**src/rtl/tx_stream_arbiter.sv**
```systemverilog
// Line-granular round-robin arbiter: two byte producers share one PHY source stream.
// Optional burst limiting is compiled in with `define TX_ARB_BURST_LIMIT_EN.
module tx_stream_arbiter #(
  parameter int         MAX_BURST   = 64,
  parameter logic [7:0] EOL_BYTE    = 8'h0A,
  parameter int         STALL_LIMIT = 16
) (
  input  logic       clk100,
  input  logic       cpu_reset_n,
  input  logic       req0_valid,
  output logic       req0_ready,
  input  logic [7:0] req0_data,
  input  logic       req1_valid,
  output logic       req1_ready,
  input  logic [7:0] req1_data,
  output logic       simphy_source_valid,
  input  logic       simphy_source_ready,
  output logic [7:0] simphy_source_data,
  output logic [1:0] grant,
  output logic       busy
);

  typedef enum logic [1:0] {IDLE, GNT0, GNT1} state_e;

  state_e     state_q, state_d;
  logic       last_q, last_d;
  logic [7:0] stall_q, stall_d;
  logic       out_vld_q, out_vld_d;
  logic [7:0] out_data_q, out_data_d;

  logic       granted, can_load, cur_valid, xfer;
  logic [7:0] cur_data;
  logic       stall_hit, burst_hit, release_gnt;

  assign granted   = (state_q != IDLE);
  assign cur_valid = (state_q == GNT1) ? req1_valid : req0_valid;
  assign cur_data  = (state_q == GNT1) ? req1_data  : req0_data;
  // Accept only when the output register is empty or drains this cycle.
  assign can_load   = !out_vld_q || simphy_source_ready;
  assign req0_ready = (state_q == GNT0) && can_load;
  assign req1_ready = (state_q == GNT1) && can_load;
  assign xfer       = (req0_valid && req0_ready) || (req1_valid && req1_ready);

  assign stall_hit   = granted && !cur_valid && (stall_q == 8'(STALL_LIMIT - 1));
  assign release_gnt = (xfer && (cur_data == EOL_BYTE)) || burst_hit || stall_hit;

`ifdef TX_ARB_BURST_LIMIT_EN
  logic [7:0] burst_q, burst_d;

  assign burst_hit = xfer && (burst_q == 8'(MAX_BURST - 1));

  always_comb begin
    burst_d = burst_q;
    if (release_gnt)  burst_d = 8'd0;
    else if (xfer)    burst_d = burst_q + 8'd1;
  end

  always_ff @(posedge clk100 or negedge cpu_reset_n) begin
    if (!cpu_reset_n) burst_q <= 8'd0;
    else              burst_q <= burst_d;
  end
`else
  logic [7:0] unused_max_burst;
  assign unused_max_burst = 8'(MAX_BURST);
  assign burst_hit        = 1'b0;
`endif

  always_comb begin
    state_d    = state_q;
    last_d     = last_q;
    stall_d    = stall_q;
    out_vld_d  = out_vld_q;
    out_data_d = out_data_q;
    unique case (state_q)
      IDLE: begin
        if (req0_valid && req1_valid) state_d = last_q ? GNT0 : GNT1;
        else if (req0_valid)          state_d = GNT0;
        else if (req1_valid)          state_d = GNT1;
      end
      GNT0, GNT1: begin
        stall_d = cur_valid ? 8'd0 : stall_q + 8'd1;
        if (release_gnt) begin
          state_d = IDLE;
          last_d  = (state_q == GNT1);
          stall_d = 8'd0;
        end
      end
      default: state_d = IDLE;
    endcase
    if (xfer) begin
      out_vld_d  = 1'b1;
      out_data_d = cur_data;
    end else if (simphy_source_ready) begin
      out_vld_d  = 1'b0;
    end
  end

  always_ff @(posedge clk100 or negedge cpu_reset_n) begin
    if (!cpu_reset_n) begin
      state_q    <= IDLE;
      last_q     <= 1'b1;
      stall_q    <= 8'd0;
      out_vld_q  <= 1'b0;
      out_data_q <= 8'h00;
    end else begin
      state_q    <= state_d;
      last_q     <= last_d;
      stall_q    <= stall_d;
      out_vld_q  <= out_vld_d;
      out_data_q <= out_data_d;
    end
  end

  assign simphy_source_valid = out_vld_q;
  assign simphy_source_data  = out_data_q;
  assign grant               = {state_q == GNT1, state_q == GNT0};
  assign busy                = granted || out_vld_q;

endmodule

```
**config.mk**
```make
export PLATFORM = sky130hd
export DESIGN_NAME = tx_stream_arbiter
export DESIGN_NICKNAME = d
export VERILOG_FILES = /design/src/rtl/tx_stream_arbiter.sv
export SDC_FILE = /design/constraint.sdc
export NUM_CORES = 1
export LEC_CHECK = 0
export CORE_MARGIN = 2
export CORE_UTILIZATION = 52
export CTS_BUF_LIST = sky130_fd_sc_hd__clkbuf_8
export DETAILED_ROUTE_END_ITERATION = 8
export PLACE_DENSITY = 0.85
export SLEW_MARGIN = 15
export SYNTH_ARGS = -nofsm -noshare
export SYNTH_HDL_FRONTEND = slang
export SYNTH_SLANG_ARGS = --single-unit
```
**constraint.sdc**
```tcl
create_clock -name clk100 -period 4.83 [get_ports clk100]
set_input_delay 0.966 -clock clk100 [delete_from_list [all_inputs] [get_ports clk100]]
set_output_delay 0.966 -clock clk100 [all_outputs]
set_load 0.02 [all_outputs]
```
==> impl_table.tex <==
\begin{tabular}{lr}
\hline
Metric & Value \\
\hline
\multicolumn{2}{l}{\textbf{Outcome}} \\
Outcome & finished, final reports clean \\
\multicolumn{2}{l}{\textbf{Yosys}} \\
Mean cell area of the mapped netlist & 9.765 um\^{}2 \\
Most used flip-flop cell after synthesis & sky130\_fd\_sc\_hd\_\_dfrtp\_1 \\
Netlist cell types & 36 \\
Post-synthesis sequential area ratio & 41.77\% \\
Share of flip-flops with an asynchronous set or reset & 100.0\% \\
Nets in the synthesized netlist & 148 \\
Warnings, synthesis & 0 \\
Cells after Synth & 123 \\
Flip-flop and latch count after synthesis & 20 \\
Number of flops mapped to enable cells by yosys & 0 \\
Post-synthesis instance area & 1201 um\^{}2 \\
\multicolumn{2}{l}{\textbf{Global route}} \\
Busiest metal layer after global routing & met2 \\
Vias in the first global route & 1100 \\
Met3 Use GR & 3.448\% \\
First-pass GRT wire length & 4547 um \\
Combined global-route utilization of all metal layers & 22.75\% \\
Overflow left after global routing & 0 \\
Met1 Use GR & 26.89\% \\
Met2 Resource Use GR & 38.82\% \\
Largest net degree at the start of global routing & 21 \\
Antenna violations before repair & 0 \\
\multicolumn{2}{l}{\textbf{Detailed routing}} \\
Number of vias after detailed routing & 1080 \\
Total wirelength of the detailed-routed design & 2766 um \\
DRC violation total after the first TritonRoute iteration & 33 \\
Vias per Instance & 5.838 \\
Detailed-routing iteration count for the pre-antenna-repair pass & 4 \\
Antenna-violating nets left & 0 \\
Wire length per cell after detailed routing & 14.95 um \\
Number of remaining DRC errors & 0 \\
\multicolumn{2}{l}{\textbf{Power and ir drop}} \\
Internal & 0.0005997 W \\
Net Sw Frac & 40.04\% \\
Combinational cell fraction of total power & 53.4\% \\
Cell area power density & 614.4 nW/um\^{}2 \\
Reg power frac & 29.9\% \\
Static power due to leakage & 0.6657 nW \\
Net switching power of the design & 0.0004005 W \\
Worst IR Drop VDD & 0.0004637 V \\
Portion of total power attributed to the clock network & 16.7\% \\
\multicolumn{2}{l}{\textbf{Worst setup path}} \\
Largest driver fanout on the critical path & 4 \\
Crit-path slowest cell & sky130\_fd\_sc\_hd\_\_clkdlybuf4s50\_1 \\
Worst path max stage delay & 0.63 ns \\
Worst path arrival time & 2.35 ns \\
Worst Reg2Reg Path Length in Cells & 6 \\
Critical-path cell list & clkdlybuf4s50\_1 > nand2b\_1 > and2\_1 > clkdlybuf4s50\_1 \\
Critical path capture point type & primary output \\
Reg2reg end & state\_q[0] \\
Library cell appearing most often on the critical path & sky130\_fd\_sc\_hd\_\_clkdlybuf4s50\_1 \\
Worst setup SP type & input pin \\
Minimum setup slack among reg-to-reg paths & 2.08 ns \\
Worst EP required & 3.86 ns \\
Critical path launch point & simphy\_source\_ready \\
End point of the critical path & req1\_ready \\
Kind of critical path & input pin to primary output \\
Reg-to-Reg Start & state\_q[0] \\
\multicolumn{2}{l}{\textbf{Timing}} \\
Final hold vios & 0 \\
Highest achievable clock rate & 301.9 MHz \\
Final worst path period need & 3.312 ns \\
Max Transition Viols Final & 0 \\
Normalized max-slew margin & 39.95\% \\
Setup Total Neg Slack & 0 ns \\
Worst-margin pin slew & 0.8980 ns \\
Count of final setup violators & 0 \\
Worst clock skew & 0.0007794 ns \\
Final clock period utilization by the worst path & 68.57\% \\
Unrepaired setup endpoints after global routing & no \\
\multicolumn{2}{l}{\textbf{Place}} \\
Cell area after placement & 1556 um\^{}2 \\
Quantity of I/O buffers inserted on ports & 34 \\
Routability-driven placement congestion ratio & 0.8694 \\
DP HPWL & 2072 um \\
Total instance count after detailed placement & 181 \\
\multicolumn{2}{l}{\textbf{Finish}} \\
Leading cell types in the layout, fill and taps excluded & sky130\_fd\_sc\_hd\_\_clkdlybuf4s50\_1, sky130\_fd\_sc\_hd\_\_dfrtp\_1, sky130\_fd\_sc\_hd\_\_nor2\_1, sky130\_fd\_sc\_hd\_\_mux2i\_1, sky130\_fd\_sc\_hd\_\_a21oi\_1 \\
Most common cell after layout, fill and taps aside & sky130\_fd\_sc\_hd\_\_clkdlybuf4s50\_1 \\
Finished Cell Area & 1628 um\^{}2 \\
Layout cell share with drive strength beyond 1 & 9.554\% \\
Post-layout nets & 183 \\
Number of standard cells in the final layout excluding fillers & 185 \\
Area grow syn2layout & 35.52\% \\
Antenna Cells & 0 \\
\multicolumn{2}{l}{\textbf{Clock tree}} \\
Number of resized instances in the post-cts repair step & 0 \\
Root buf cell & sky130\_fd\_sc\_hd\_\_clkbuf\_8 \\
Clk slew on worst S/H paths & 0.08 ns \\
Depth of the CTS H-tree & 1 \\
Clock tree from TritonCTS & yes \\
Setup fix buffers added after clock tree synthesis & 0 \\
Worst-skew pair later-pin latency & 0.26 ns \\
Maximum clock insertion buffer count & 2 \\
CTS hold repair buffers & 0 \\
TritonCTS Buffers & 3 \\
Number of sinks on the clock net & 20 \\
\multicolumn{2}{l}{\textbf{Job}} \\
Total of max-cap violations & 0 \\
\multicolumn{2}{l}{\textbf{Floorplan}} \\
Floorplan die area & 2710 um\^{}2 \\
Row count & 17 \\
Vertical extent of the die & 52.06 um \\
Width of the chip & 52.06 um \\
Placeable core region & 2191 um\^{}2 \\
Number of ports placed on the die boundary & 35 \\
Initial core utilization & 54.83\% \\
\multicolumn{2}{l}{\textbf{Min path}} \\
HP Class & flip-flop to flip-flop \\
\hline
\end{tabular}
[final cells by class]
| class | count | area [um^2] |
|---|---|---|
| repair buffers | 35 | 347.8 |
| fillers | 167 | 563.0 |
| clock inverters | 1 | 30.03 |
| well taps | 28 | 35.03 |
| flip-flops and latches | 20 | 501.7 |
| inverters | 5 | 18.77 |
| clock buffers | 3 | 41.29 |
| multi-input cells | 93 | 653.1 |
[power by group through the flow]
stage | logic, W | registers (W) | clock network (W)
floorplan | 0.000314 | 0.000336 | 0
global placement | 0.000510 | 0.000298 | 0
detailed placement | 0.000529 | 0.000300 | 0
CTS | 0.000534 | 0.000299 | 0.000170
global route | 0.000584 | 0.000310 | 0.000175
finish | 0.000534 | 0.000299 | 0.000167
[worst min-delay path by stage]
stage                                  endpoint                  start  depth (start not counted)
final                                stall_q[1]             stall_q[1]                          1
after global routing      simphy_source_data[7]  simphy_source_data[7]                          2
after CTS                            stall_q[1]             stall_q[1]                          1
after detailed placement             stall_q[1]             stall_q[1]                          1
after global placement               stall_q[1]             stall_q[1]                          1
after floorplan                      stall_q[1]             stall_q[1]                          1
[state kept, by name, indices dropped and copies added, names as in the netlist]
signal and count:
last_q 1, simphy_source_data 8, simphy_source_valid 1, stall_q 8, state_q 2
[Yosys cell counts, types with 2 or more instances]
| library cell | count | area share, % |
|---|---|---|
| sky130_fd_sc_hd__o2bb2ai_1 | 5 | 3.6 |
| sky130_fd_sc_hd__nand2b_1 | 3 | 1.6 |
| sky130_fd_sc_hd__inv_1 | 5 | 1.6 |
| sky130_fd_sc_hd__nand3_1 | 8 | 3.3 |
| sky130_fd_sc_hd__a21oi_1 | 11 | 4.6 |
| sky130_fd_sc_hd__ha_1 | 4 | 4.2 |
| sky130_fd_sc_hd__nor3_1 | 2 | 0.83 |
| sky130_fd_sc_hd__dfrtp_1 | 19 | 40 |
| sky130_fd_sc_hd__nor2_1 | 15 | 4.7 |
| sky130_fd_sc_hd__mux2_2 | 2 | 1.9 |
| sky130_fd_sc_hd__and2_1 | 2 | 1.0 |
| sky130_fd_sc_hd__nor4_1 | 2 | 1.0 |
| sky130_fd_sc_hd__nand3b_1 | 3 | 1.9 |
| sky130_fd_sc_hd__nand2_1 | 6 | 1.9 |
| sky130_fd_sc_hd__or4_4 | 2 | 1.9 |
| sky130_fd_sc_hd__mux2i_1 | 11 | 9.2 |
| sky130_fd_sc_hd__clkbuf_1 | 3 | 0.94 |
| sky130_fd_sc_hd__o21a_1 | 2 | 1.2 |
[logic make-up (layout without fill, tap and decap cells)]
group | after synthesis | in the layout | share of synthesized area (%)
compound gates | 27 | 27 | 16.46
buf+inv | 10 | 44 | 3.854
mux | 13 | 13 | 11.04
simple gates | 49 | 49 | 22.71
fa+ha+maj | 4 | 4 | 4.167
flops | 20 | 20 | 41.77
[routing by layer]
metal | part of all wire (%) | up-vias
met3 | 6.0 | 8
met4 | 1.9 | 0
met1 | 43 | 509
met2 | 49 | 47
met5 | 0 | -
li1 | - | 516
[critical path: cells and delay by family]
| kind | cells | cell delay [ns] |
|---|---|---|
| buffers and inverters | 2 | 1.08 |
| and+or+nand+nor | 2 | 0.30 |
[stage by stage]
| step | worst slack [ns] | hold WS (ns) | total power (W) | util, % |
|---|---|---|---|---|
| floorplan | 2.245 | 0.4739 | 0.0006498 | - |
| global placement | 1.598 | 0.4986 | 0.0008083 | 71.05 |
| detailed placement | 1.560 | 0.5145 | 0.0008293 | 71.05 |
| CTS | 1.520 | 0.5351 | 0.001003 | 74.30 |
| global route | 1.476 | 0.5722 | 0.001070 | 74.30 |
| finish | 1.518 | 0.5338 | 0.001000 | 74.30 |
No activity file was read; power rests on OpenSTA's default activity.
